`config.mk`:
```
export PLATFORM = sky130hd
export DESIGN_NAME = writeback_ctrl
export DESIGN_NICKNAME = d
export VERILOG_FILES = /design/src/rtl/writeback_ctrl.sv
export SDC_FILE = /design/constraint.sdc
export NUM_CORES = 1
export LEC_CHECK = 0
export BUFFER_PORTS_ARGS = -buffer_cell sky130_fd_sc_hd__clkbuf_2
export CAP_MARGIN = 0
export CORE_MARGIN = 5
export CORE_UTILIZATION = 56
export DETAILED_ROUTE_END_ITERATION = 8
export GPL_TIMING_DRIVEN = 1
export PLACE_DENSITY = 0.89
export SETUP_SLACK_MARGIN = 0.4
export SYNTH_ARGS = -nofsm -noshare
export SYNTH_HDL_FRONTEND = slang
export SYNTH_SLANG_ARGS = --single-unit
```
`constraint.sdc`:
```
create_clock -name clk -period 6.4 [get_ports clk]
set_clock_uncertainty 0.05 [all_clocks]
set_input_delay 0.32 -clock clk [delete_from_list [all_inputs] [get_ports clk]]
set_output_delay 0.32 -clock clk [all_outputs]
set_load 0.03 [all_outputs]
```
`src/rtl/writeback_ctrl.sv`:
```
// Writeback controller: selects register-file write data per opcode, issues and waits for load reads.
// Non-loads retire one cycle after acceptance; loads retire one cycle after mem_rvalid or abort on timeout.
module writeback_ctrl #(
  parameter int unsigned MEM_TIMEOUT = 255
) (
  input  logic        clk,
  input  logic        rst,
  input  logic        in_valid,
  output logic        in_ready,
  input  logic [31:0] instruction,
  input  logic [31:0] alu_result,
  input  logic [31:0] pc,
  input  logic [31:0] imm,
  output logic        mem_req,
  output logic [31:0] mem_addr,
  input  logic [31:0] mem_rdata,
  input  logic        mem_rvalid,
  output logic [31:0] WriteData,
  output logic        Write,
  output logic [4:0]  wb_rd,
  output logic        done,
  output logic        err
);

  localparam logic [6:0] OP_RTYPE  = 7'b0110011;
  localparam logic [6:0] OP_IARITH = 7'b0010011;
  localparam logic [6:0] OP_JAL    = 7'b1101111;
  localparam logic [6:0] OP_JALR   = 7'b1100111;
  localparam logic [6:0] OP_LUI    = 7'b0110111;
  localparam logic [6:0] OP_AUIPC  = 7'b0010111;
  localparam logic [6:0] OP_ILOAD  = 7'b0000011;

  localparam int CW = (MEM_TIMEOUT > 1) ? $clog2(MEM_TIMEOUT) : 1;
  localparam logic [CW-1:0] CNT_LAST = CW'(MEM_TIMEOUT - 1);

  typedef enum logic [1:0] {IDLE, MEM_WAIT, WRITE} state_t;

  state_t        r_state, w_next_state;
  logic [CW-1:0] r_cnt;
  logic [31:0]   r_mem_addr;
  logic [4:0]    r_ld_rd;
  logic [2:0]    r_ld_f3;
  logic [1:0]    r_ld_off;
  logic [31:0]   r_wdata;
  logic [4:0]    r_rd;
  logic          r_write, r_done, r_err;

  logic [6:0]  w_op;
  logic [4:0]  w_rd_in;
  logic [2:0]  w_f3_in;
  logic        w_fire, w_wr, w_err, w_load_go;
  logic [31:0] w_wdata;
  logic [4:0]  w_rd;

  assign w_op    = instruction[6:0];
  assign w_rd_in = instruction[11:7];
  assign w_f3_in = instruction[14:12];

  function automatic logic [31:0] load_extract(input logic [31:0] data, input logic [2:0] f3,
                                                input logic [1:0] off);
    logic [31:0] sh;
    sh = data >> {off, 3'b000};
    case (f3)
      3'b000:  return {{24{sh[7]}}, sh[7:0]};
      3'b001:  return {{16{sh[15]}}, sh[15:0]};
      3'b100:  return {24'd0, sh[7:0]};
      3'b101:  return {16'd0, sh[15:0]};
      default: return data;
    endcase
  endfunction

  // Unknown funct3 values are handled as LW, so they carry word alignment too.
  function automatic logic misaligned(input logic [2:0] f3, input logic [1:0] off);
    case (f3)
      3'b000, 3'b100: return 1'b0;
      3'b001, 3'b101: return off[0];
      default:        return off != 2'b00;
    endcase
  endfunction

  always_ff @(posedge clk or posedge rst) begin
    if (rst) r_state <= IDLE;
    else     r_state <= w_next_state;
  end

  always_comb begin
    w_next_state = r_state;
    w_fire       = 1'b0;
    w_wr         = 1'b0;
    w_err        = 1'b0;
    w_load_go    = 1'b0;
    w_wdata      = r_wdata;
    w_rd         = r_rd;
    unique case (r_state)
      IDLE: begin
        if (in_valid) begin
          w_rd = w_rd_in;
          if (w_op == OP_ILOAD && !misaligned(w_f3_in, alu_result[1:0])) begin
            w_next_state = MEM_WAIT;
            w_load_go    = 1'b1;
          end else begin
            w_next_state = WRITE;
            w_fire       = 1'b1;
            case (w_op)
              OP_RTYPE, OP_IARITH: begin w_wdata = alu_result; w_wr = 1'b1; end
              OP_JAL, OP_JALR:     begin w_wdata = pc + 32'd4; w_wr = 1'b1; end
              OP_LUI:              begin w_wdata = imm;        w_wr = 1'b1; end
              OP_AUIPC:            begin w_wdata = pc + imm;   w_wr = 1'b1; end
              OP_ILOAD:            w_err = 1'b1;
              default:             ;
            endcase
            if (w_rd_in == 5'd0) w_wr = 1'b0;
          end
        end
      end
      MEM_WAIT: begin
        if (mem_rvalid) begin
          w_next_state = WRITE;
          w_fire       = 1'b1;
          w_wdata      = load_extract(mem_rdata, r_ld_f3, r_ld_off);
          w_rd         = r_ld_rd;
          w_wr         = r_ld_rd != 5'd0;
        end else if (r_cnt == CNT_LAST) begin
          w_next_state = WRITE;
          w_fire       = 1'b1;
          w_err        = 1'b1;
        end
      end
      WRITE:   w_next_state = IDLE;
      default: w_next_state = IDLE;
    endcase
  end

  // Retire strobes are set on the edge entering WRITE and cleared on the edge leaving it.
  always_ff @(posedge clk or posedge rst) begin
    if (rst) begin
      r_cnt      <= '0;
      r_mem_addr <= '0;
      r_ld_rd    <= '0;
      r_ld_f3    <= '0;
      r_ld_off   <= '0;
      r_wdata    <= '0;
      r_rd       <= '0;
      r_write    <= 1'b0;
      r_done     <= 1'b0;
      r_err      <= 1'b0;
    end else begin
      r_write <= w_fire & w_wr;
      r_done  <= w_fire;
      r_err   <= w_fire & w_err;
      if (r_state == MEM_WAIT && w_next_state == MEM_WAIT) r_cnt <= r_cnt + CW'(1);
      else                                                 r_cnt <= '0;
      if (w_load_go) begin
        r_mem_addr <= {alu_result[31:2], 2'b00};
        r_ld_rd    <= w_rd_in;
        r_ld_f3    <= w_f3_in;
        r_ld_off   <= alu_result[1:0];
      end
      if (w_fire && w_wr) begin
        r_wdata <= w_wdata;
        r_rd    <= w_rd;
      end
    end
  end

  assign in_ready  = (r_state == IDLE);
  assign mem_req   = (r_state == MEM_WAIT);
  assign mem_addr  = r_mem_addr;
  assign WriteData = r_wdata;
  assign wb_rd     = r_rd;
  assign Write     = r_write;
  assign done      = r_done;
  assign err       = r_err;

endmodule

```
==> results of run 1 <==
==> worst reg2reg max path, cell delays in order (launching register included) <==
cell	delay, ps
dfrtp_1	390
nand2b_1	450
inv_1	630
nand2_1	360
inv_1	150
o21ai_1	360
a21oi_1	490
nor3_1	110
a211oi_1	230
o21ai_1	90
==> how the worst min path moves through the flow <==
| stage | to | slack, ps | cells past startpoint |
|---|---|---|---|
| CTS | r_ld_f3[2] | 150 | 2 |
| detailed placement | mem_addr[5] | 320 | 2 |
| finish | r_ld_f3[2] | 150 | 2 |
| global placement | mem_addr[3] | 310 | 2 |
| global route | r_ld_f3[2] | 160 | 2 |
| floorplan | wb_rd[0] | 420 | 2 |
==> power breakdown <==
part / internal, mW / switching, mW / total, mW
Clock: 0.276 / 0.268 / 0.544
Sequential: 0.645 / 0.0488 / 0.694
Combinational: 0.227 / 0.422 / 0.649
Total: 1.15 / 0.738 / 1.89
==> synth_stat cells (all sizes together), types with 4 or more instances <==
cell    instances  area share (%)
clkbuf         27             1.4
and2            5            0.44
a21o           15             1.6
a221oi         26             3.4
nor2b          12             1.1
nand2          82             4.3
a22oi          12             1.3
a31oi          13             1.4
dfrtp          90              32
or3             5            0.44
mux2i          12             1.7
and4            4            0.49
nand3          26             1.8
nand2b          6            0.53
inv            15            0.79
o21ai          64             4.5
o31ai          15             1.6
nand4          11            0.97
a21oi          84             6.0
buf            23             1.7
and3           14             1.2
mux2           40             6.3
nor2           69             3.7
nor3           19             1.3
ha             34             6.0
xnor2          25             3.1
o211ai         18             1.9
a211oi         11             1.2
xor2           33             4.1
==> kinds of logic after synthesis <==
logic type                 Yosys count  share of synthesized area (%)
AOI/OAI and AO/OA                  277                           25.0
xor gates and xnor gates            58                           7.14
adders and majority gates           35                           6.26
buffers and inverters               65                           3.92
DFF                                 90                           31.7
muxes                               53                           8.34
other                                1                         0.0527
and+or+nand+nor                    264                           17.6
==> repair_timing <==
| item | CTS | global route |
|---|---|---|
| endpoints found under the hold margin | 29 | 0 |
| buffers inserted | 0 | 0 |
| endpoints found under the setup margin | 0 | 0 |
| hold buffers | 1 | 0 |
==> sequential cells by signal (all words and copies together), names as in the netlist <==
| name | flops |
|---|---|
| Write | 1 |
| WriteData | 32 |
| done | 1 |
| err | 1 |
| mem_addr | 30 |
| r_cnt | 8 |
| r_ld_f3 | 3 |
| r_ld_off | 2 |
| r_ld_rd | 5 |
| r_state | 2 |
| wb_rd | 5 |
==> layout by cell type, fill, tap and decap left out, types with 4 or more instances in the layout <==
cell type and count:
clkbuf_2 218, mux2i_1 12, dfrtp_1 90, a22oi_1 12, nor3_1 19, o21ai_1 4, and2_1 5, inv_1 13
a211oi_1 11, nor2_1 66, a221oi_1 25, buf_4 7, nand2b_1 6, a21o_1 15, xnor2_1 25, clkbuf_16 9
o21ai_0 60, xor2_1 33, and3_1 14, nor2b_1 12, nand3_1 26, nand2_1 82, ha_1 34, o31ai_1 15
mux2_2 40, and4_1 4, or3_1 5, nand4_1 11, a21oi_1 83, a31oi_1 12, o211ai_1 18
==> layer usage <==
layer / track usage [%] / wire, microns / vias up
li1: - / - / 3503
met1: 43.3 / 9730 / 3526
met2: 49.7 / 11000 / 461
met3: 6.64 / 2540 / 64
met4: 12.5 / 752 / 2
met5: 0 / 7 / -
==> layout make-up <==
cell class	count	area [sq um]
fill	1061	3950
clock inverter	7	73.8
clock buffer	9	225
multi-input combinational	689	4590
sequential	90	2250
tap	172	215
timing repair buffer	226	1150
inverter	15	57.6
==> through the flow <==
step	hold slack [ps]	util [%]
global placement	309	66.0
finish	154	68.5
CTS	148	68.5
floorplan	420	-
global route	163	68.5
detailed placement	318	66.0
==> report_table.html, run 1 <==
<table>
<tr><th>Metric</th><th>Value</th></tr>
<tr><th colspan="2">Routing</th></tr>
<tr><td>Post-detailed-route count of antenna-violating nets</td><td>0</td></tr>
<tr><td>DR iter-0 viols</td><td>between 900 and 1000</td></tr>
<tr><td>Average routed wire per standard cell</td><td>19.9 microns</td></tr>
<tr><td>Remaining design rule violation count</td><td>0</td></tr>
<tr><td>Wire length after detailed routing</td><td>around 24000 microns</td></tr>
<tr><td>Post-DR vias/cell</td><td>between 6 and 7</td></tr>
<tr><td>TritonRoute pass-1 iters</td><td>6</td></tr>
<tr><td>Vias after detailed routing</td><td>roughly 7600</td></tr>
<tr><th colspan="2">Global route</th></tr>
<tr><td>First-pass GRT wire length</td><td>about 37000 microns</td></tr>
<tr><td>Total congestion overflow after global routing</td><td>0</td></tr>
<tr><td>Via count of the first global-routing pass</td><td>7054</td></tr>
<tr><td>Global-route usage over all layers</td><td>31.8%</td></tr>
<tr><td>Antenna violations before repair</td><td>1</td></tr>
<tr><td>Maximum number of pins on one net before global-route repair</td><td>between 60 and 70</td></tr>
<tr><th colspan="2">Yosys</th></tr>
<tr><td>Distinct cells, synth</td><td>59</td></tr>
<tr><td>Synth Flop Type</td><td>dfrtp_1</td></tr>
<tr><td>Post-synthesis instance total</td><td>around 840</td></tr>
<tr><td>Area of the mapped netlist</td><td>about 7000 sq um</td></tr>
<tr><td>Mean cell area of the mapped netlist</td><td>about 8.4 sq um</td></tr>
<tr><td>Count of state elements after synthesis</td><td>90</td></tr>
<tr><td>Number of enable-type register cells in the synthesized netlist</td><td>0</td></tr>
<tr><td>Portion of the post-synthesis area used by sequential elements</td><td>between 30% and 40%</td></tr>
<tr><td>Warning count from the yosys run</td><td>0</td></tr>
<tr><td>Async S/R FF share, synth</td><td>100%</td></tr>
<tr><th colspan="2">Clocking</th></tr>
<tr><td>H-tree lvl count</td><td>3</td></tr>
<tr><td>TritonCTS Sinks</td><td>90</td></tr>
<tr><td>Clock Path Buffers</td><td>2</td></tr>
<tr><td>Number of clock buffers inserted by TritonCTS</td><td>9</td></tr>
<tr><td>Resized Gates After CTS</td><td>0</td></tr>
<tr><td>Root buffer cell</td><td>clkbuf_16</td></tr>
<tr><td>Clock tree from TritonCTS</td><td>done</td></tr>
<tr><td>Skew-Pair Late Insertion Delay</td><td>between 300 and 400 ps</td></tr>
<tr><td>Clock-pin slew on the worst setup and hold paths</td><td>~80 ps</td></tr>
<tr><th colspan="2">Floorplanning</th></tr>
<tr><td>Total I/O pin count</td><td>238</td></tr>
<tr><td>Placeable core region</td><td>12500 sq um</td></tr>
<tr><td>Initial core utilization</td><td>~57%</td></tr>
<tr><td>Horizontal extent of the die</td><td>between 100 and 150 microns</td></tr>
<tr><td>Standard-cell rows</td><td>41</td></tr>
<tr><td>Die Ht</td><td>approximately 120 microns</td></tr>
<tr><td>Die area</td><td>15100 sq um</td></tr>
<tr><th colspan="2">Worst hold path</th></tr>
<tr><td>Hold wc startpoint</td><td>instruction[14]</td></tr>
<tr><td>Worst min-delay path class</td><td>in -&gt; reg</td></tr>
<tr><th colspan="2">Worst setup path</th></tr>
<tr><td>Kind of launch point of the worst setup path</td><td>primary input</td></tr>
<tr><td>Worst setup path startpoint</td><td>instruction[5]</td></tr>
<tr><td>Critical-path cell with the highest stage delay</td><td>a221oi_4</td></tr>
<tr><td>Worst path arrival time</td><td>around 3800 ps</td></tr>
<tr><td>Capturing element type of the critical path</td><td>register</td></tr>
<tr><td>R2R setup slack</td><td>between 2000 and 3000 ps</td></tr>
<tr><td>Longest individual stage delay on the worst path</td><td>around 810 ps</td></tr>
<tr><td>Largest delay contributor family on the critical path</td><td>simple AND/OR/NAND/NOR gates</td></tr>
<tr><td>Capturing point of the worst reg2reg path</td><td>WriteData[30]</td></tr>
<tr><td>Number of logic stages on the critical path including buffering</td><td>10</td></tr>
<tr><td>Critical Path End</td><td>WriteData[30]</td></tr>
<tr><td>Reg-to-reg critical path startpoint</td><td>r_state[1]</td></tr>
<tr><td>Worst Reg2Reg Path Length in Cells</td><td>9</td></tr>
<tr><td>Most repeated library cell on the critical path</td><td>o21ai_1</td></tr>
<tr><td>Bufs and invs on worst path</td><td>3</td></tr>
<tr><td>Crit path max fanout</td><td>45</td></tr>
<tr><td>Critical Path RT</td><td>around 6600 ps</td></tr>
<tr><td>Worst-path cell chain</td><td>clkbuf_2, and4b_1, nor2_4, a221oi_4, a31oi_4, buf_4, inv_2, o21ai_1, or3_1, o21ai_1</td></tr>
<tr><td>Classification of the worst setup path</td><td>in -&gt; reg</td></tr>
<tr><th colspan="2">Run</th></tr>
<tr><td>Number of max-capacitance violations reported</td><td>0</td></tr>
<tr><th colspan="2">Place</th></tr>
<tr><td>Dpl ws</td><td>around 2500 ps</td></tr>
<tr><td>IO Port Bufs</td><td>between 200 and 250</td></tr>
<tr><td>Dpl hpwl</td><td>~19000 microns</td></tr>
<tr><td>Routability-driven placement congestion ratio</td><td>a little under 1</td></tr>
<tr><td>Dpl cells</td><td>1191</td></tr>
<tr><td>Total cell area at the placement stage</td><td>approximately 8300 sq um</td></tr>
<tr><th colspan="2">Power</th></tr>
<tr><td>VDD IR-drop max</td><td>0.164 mV</td></tr>
<tr><td>Leakage power of the design</td><td>just over 4 nW</td></tr>
<tr><td>Pwr Total</td><td>between 1.5 and 2 mW</td></tr>
<tr><td>PwrDens</td><td>220 nW/um^2</td></tr>
<tr><th colspan="2">STA</th></tr>
<tr><td>Slew Viols, Final</td><td>0</td></tr>
<tr><td>Relative slew margins</td><td>between 20% and 30%</td></tr>
<tr><td>Highest clock rate</td><td>0.277 GHz</td></tr>
<tr><td>Min cycle time layout</td><td>between 3000 and 4000 ps</td></tr>
<tr><td>Setup slack of the critical path after layout</td><td>roughly 2800 ps</td></tr>
<tr><td>Fraction of the cycle the final worst path needs</td><td>between 50 and 60%</td></tr>
<tr><td>Actual transition at the worst max-transition pin</td><td>between 1000 and 1500 ps</td></tr>
<tr><td>Total Negative Setup Slacks</td><td>0 ps</td></tr>
<tr><td>Final Hold Vio Count</td><td>0</td></tr>
<tr><td>Final Setup Violations</td><td>0</td></tr>
<tr><td>RSZ-0062 raised after global routing</td><td>no</td></tr>
<tr><th colspan="2">Layout</th></tr>
<tr><td>P&amp;R area growth vs syn</td><td>20.5%</td></tr>
<tr><td>Layout Nets</td><td>1230</td></tr>
<tr><td>Antenna cells</td><td>0</td></tr>
<tr><td>Post-layout instance count excluding filler cells</td><td>around 1200</td></tr>
<tr><td>Layout cells sized above 1</td><td>approximately 28%</td></tr>
<tr><td>Post-route design area</td><td>around 8600 sq um</td></tr>
<tr><th colspan="2">Run status</th></tr>
<tr><td>Outcome</td><td>complete, no violations</td></tr>
</table>
Note: power is estimated with default switching activity, not from simulation.
==> inputs of run 2 (changes only) <==
CORE_UTILIZATION = 47   (was 56)
PLACE_DENSITY = 0.8   (was 0.89)
clock period = 3 ns   (was 6.4 ns; I/O delays follow)
==> report_table.html, run 2 (synthesis results as in run 1) <==
<table>
<tr><th>Metric</th><th>Value</th></tr>
<tr><th colspan="2">Run status</th></tr>
<tr><td>Outcome</td><td>complete, no violations</td></tr>
<tr><th colspan="2">Layout</th></tr>
<tr><td>Layout cells sized above 1</td><td>30.6%</td></tr>
<tr><td># fillers</td><td>approximately 1400</td></tr>
<tr><td>P&amp;R area growth vs syn</td><td>27.9%</td></tr>
<tr><td>Register area</td><td>around 2300 sq um</td></tr>
<tr><td>Layout Nets</td><td>about 1300</td></tr>
<tr><td>Post-layout instance count excluding filler cells</td><td>approximately 1300</td></tr>
<tr><td>Antenna cells</td><td>0</td></tr>
<tr><td>Flip-flop count of the largest register after layout</td><td>32</td></tr>
<tr><td>Area of combinational cells with multiple inputs</td><td>4640 sq um</td></tr>
<tr><td>Highest-count cells in the layout ignoring fill and taps</td><td>218 x clkbuf_2, 90 x dfrtp_1, 82 x nand2_1, 82 x a21oi_1, 67 x nor2_1</td></tr>
<tr><td>Commonest non-fill, non-tap cell in the layout</td><td>clkbuf_2</td></tr>
<tr><th colspan="2">Power</th></tr>
<tr><td>PwrDens</td><td>roughly 450 nW/um^2</td></tr>
<tr><td>Part of the total power dissipated in the clock network</td><td>between 20 and 30%</td></tr>
<tr><td>VDD IR-drop max</td><td>around 0.30 mV</td></tr>
<tr><td>Leakage power of the design</td><td>approximately 4.4 nW</td></tr>
<tr><td>Portion of total power attributed to combinational logic</td><td>35.6%</td></tr>
<tr><td>Reg power frac</td><td>between 30 and 40%</td></tr>
<tr><td>Fraction of power spent switching nets</td><td>between 30 and 40%</td></tr>
<tr><td>Pwr Total</td><td>4.07 mW</td></tr>
<tr><td>Total net switching power</td><td>between 1.5 and 2 mW</td></tr>
<tr><td>Internal power contribution</td><td>~2.5 mW</td></tr>
<tr><th colspan="2">Worst setup path</th></tr>
<tr><td>Kind of launch point of the worst setup path</td><td>primary input</td></tr>
<tr><td>Most repeated library cell on the critical path</td><td>a21oi_1</td></tr>
<tr><td>Critical Path RT</td><td>approximately 3200 ps</td></tr>
<tr><td>Bufs and invs on worst path</td><td>2</td></tr>
<tr><td>Critical-path cell with the highest stage delay</td><td>ha_1</td></tr>
<tr><td>Capturing element type of the critical path</td><td>register</td></tr>
<tr><td>Longest individual stage delay on the worst path</td><td>approximately 400 ps</td></tr>
<tr><td>Worst path arrival time</td><td>around 2700 ps</td></tr>
<tr><td>Worst-path cell chain</td><td>clkbuf_2, ha_1, a21oi_1, o211ai_1, a21oi_1, o21ai_1, a31oi_1, buf_4, o211ai_1, mux2i_1, a21oi_1, nor3_1</td></tr>
<tr><td>Largest delay contributor family on the critical path</td><td>compound AO/OA/AOI/OAI gates</td></tr>
<tr><td>Classification of the worst setup path</td><td>in -&gt; reg</td></tr>
<tr><td>Crit path max fanout</td><td>6</td></tr>
<tr><th colspan="2">STA</th></tr>
<tr><td>Min cycle time layout</td><td>between 2000 and 3000 ps</td></tr>
<tr><td>Highest clock rate</td><td>between 0.3 and 0.4 GHz</td></tr>
<tr><td>Final Hold Vio Count</td><td>0</td></tr>
<tr><td>Setup slack of the critical path after layout</td><td>about 470 ps</td></tr>
<tr><td>Fraction of the cycle the final worst path needs</td><td>84.3%</td></tr>
<tr><td>Total Negative Setup Slacks</td><td>0 ps</td></tr>
<tr><td>Actual transition at the worst max-transition pin</td><td>between 700 and 800 ps</td></tr>
<tr><td>RSZ-0062 raised after global routing</td><td>yes</td></tr>
<tr><td>Relative slew margins</td><td>between 50% and 60%</td></tr>
<tr><td>Tightest hold margin</td><td>roughly 4.3 ps</td></tr>
<tr><td>Slew Viols, Final</td><td>0</td></tr>
<tr><td>Final Setup Violations</td><td>0</td></tr>
<tr><th colspan="2">Place</th></tr>
<tr><td>Routability-driven placement congestion ratio</td><td>roughly 1</td></tr>
<tr><td>Dpl cells</td><td>roughly 1200</td></tr>
<tr><td>IO Port Bufs</td><td>218</td></tr>
<tr><td>Dpl ws</td><td>roughly 65 ps</td></tr>
<tr><td>Dpl hpwl</td><td>approximately 20000 microns</td></tr>
<tr><th colspan="2">Clocking</th></tr>
<tr><td>TritonCTS Sinks</td><td>90</td></tr>
<tr><td>H-tree lvl count</td><td>3</td></tr>
<tr><td>Skew-Pair Late Insertion Delay</td><td>roughly 360 ps</td></tr>
<tr><td>Clock-pin slew on the worst setup and hold paths</td><td>80 ps</td></tr>
<tr><td>Clock Path Buffers</td><td>2</td></tr>
<tr><td>Clock tree from TritonCTS</td><td>done</td></tr>
<tr><td>Root buffer cell</td><td>clkbuf_16</td></tr>
<tr><td>Number of clock buffers inserted by TritonCTS</td><td>9</td></tr>
<tr><th colspan="2">Floorplanning</th></tr>
<tr><td>Total I/O pin count</td><td>238</td></tr>
<tr><td>Initial core utilization</td><td>a little under half</td></tr>
<tr><td>Die area</td><td>17700 sq um</td></tr>
<tr><td>Standard-cell rows</td><td>between 40 and 50</td></tr>
<tr><td>Die Ht</td><td>133 microns</td></tr>
<tr><td>Horizontal extent of the die</td><td>around 130 microns</td></tr>
<tr><td>Placeable core region</td><td>15000 sq um</td></tr>
<tr><th colspan="2">Routing</th></tr>
<tr><td>Average routed wire per standard cell</td><td>between 15 and 20 microns</td></tr>
<tr><td>Post-detailed-route count of antenna-violating nets</td><td>0</td></tr>
<tr><td>Vias after detailed routing</td><td>between 7000 and 8000</td></tr>
<tr><td>Wire length after detailed routing</td><td>25100 microns</td></tr>
<tr><td>TritonRoute pass-1 iters</td><td>5</td></tr>
<tr><td>DR iter-0 viols</td><td>approximately 620</td></tr>
<tr><td>Post-DR vias/cell</td><td>5.97</td></tr>
<tr><td>Remaining design rule violation count</td><td>0</td></tr>
<tr><th colspan="2">Global route</th></tr>
<tr><td>Via count of the first global-routing pass</td><td>~7300</td></tr>
<tr><td>First-pass GRT wire length</td><td>38800 microns</td></tr>
<tr><td>Global-route usage over all layers</td><td>27.5%</td></tr>
<tr><td>Total congestion overflow after global routing</td><td>0</td></tr>
<tr><td>Maximum number of pins on one net before global-route repair</td><td>38</td></tr>
<tr><td>Antenna violations before repair</td><td>1</td></tr>
<tr><th colspan="2">Run</th></tr>
<tr><td>Number of max-capacitance violations reported</td><td>0</td></tr>
<tr><th colspan="2">Worst hold path</th></tr>
<tr><td>Worst min-delay path class</td><td>in -&gt; reg</td></tr>
</table>
==> run 2: cell types whose count changed in the layout (fill, tap and decap cells not counted), sizes merged <==
cell	delta
inv	+1
clkinv	-2
clkinvlp	+1
buf	+32
dlygate4sd3	+22
==> run 2: layer usage <==
metal | vias up | share of wire [%] | GRT usage [%]
met5 | - | 0.052 | 0
met4 | 2 | 2.3 | 8.60
met3 | 45 | 9.2 | 5.59
met2 | 388 | 45 | 43.0
met1 | 3591 | 43 | 38.4
li1 | 3599 | - | -
==> run 2: power groups by stage <==
| stage | combinational (mW) | sequential (mW) | clock (mW) |
|---|---|---|---|
| 6_report | 1.45 | 1.48 | 1.14 |
| 5_1_grt | 1.56 | 1.50 | 1.23 |
| 4_1_cts | 1.43 | 1.48 | 1.17 |
| 3_5_place_dp | 1.40 | 1.50 | 0 |
| 3_3_place_gp | 1.38 | 1.49 | 0 |
| 2_1_floorplan | 0.589 | 1.80 | 0 |
==> run 2: final timing paths <==
path                                start       endpoint  slack [ps]  depth (start not counted)
max in group asynchronous             rst   mem_addr[16]        1720                          4
min in group asynchronous             rst    mem_addr[4]         360                          3
hold / removal             alu_result[10]   mem_addr[10]           4                          2
hold reg to reg             WriteData[13]  WriteData[13]         440                          2
setup reg to reg              r_ld_off[1]  WriteData[30]         620                          9
setup / recovery                    pc[7]  WriteData[29]         470                         12
==> run 2: stage by stage <==
step	area [sq um]	util, %
finish	9090	60.5
CTS	9050	60.2
detailed placement	8530	56.8
floorplan	7110	-
global placement	8530	56.8
global route	9090	60.5
==> run 2: cell type report <==
type	instances	area share (%)
Tap cell	188	2.59
Sequential cell	90	24.8
Clock inverter	7	0.647
Multi-Input combinational cell	689	51.0
Timing Repair Buffer	280	17.9
Clock buffer	9	2.48
Inverter	15	0.633
==> run 2: repair_timing <==
item | in CTS | in global routing
resized for setup | 0 | 9
endpoints found under the setup margin | 0 | 7
endpoints found under the hold margin | 56 | 0
buffers inserted | 0 | 0
hold buffers | 23 | 0
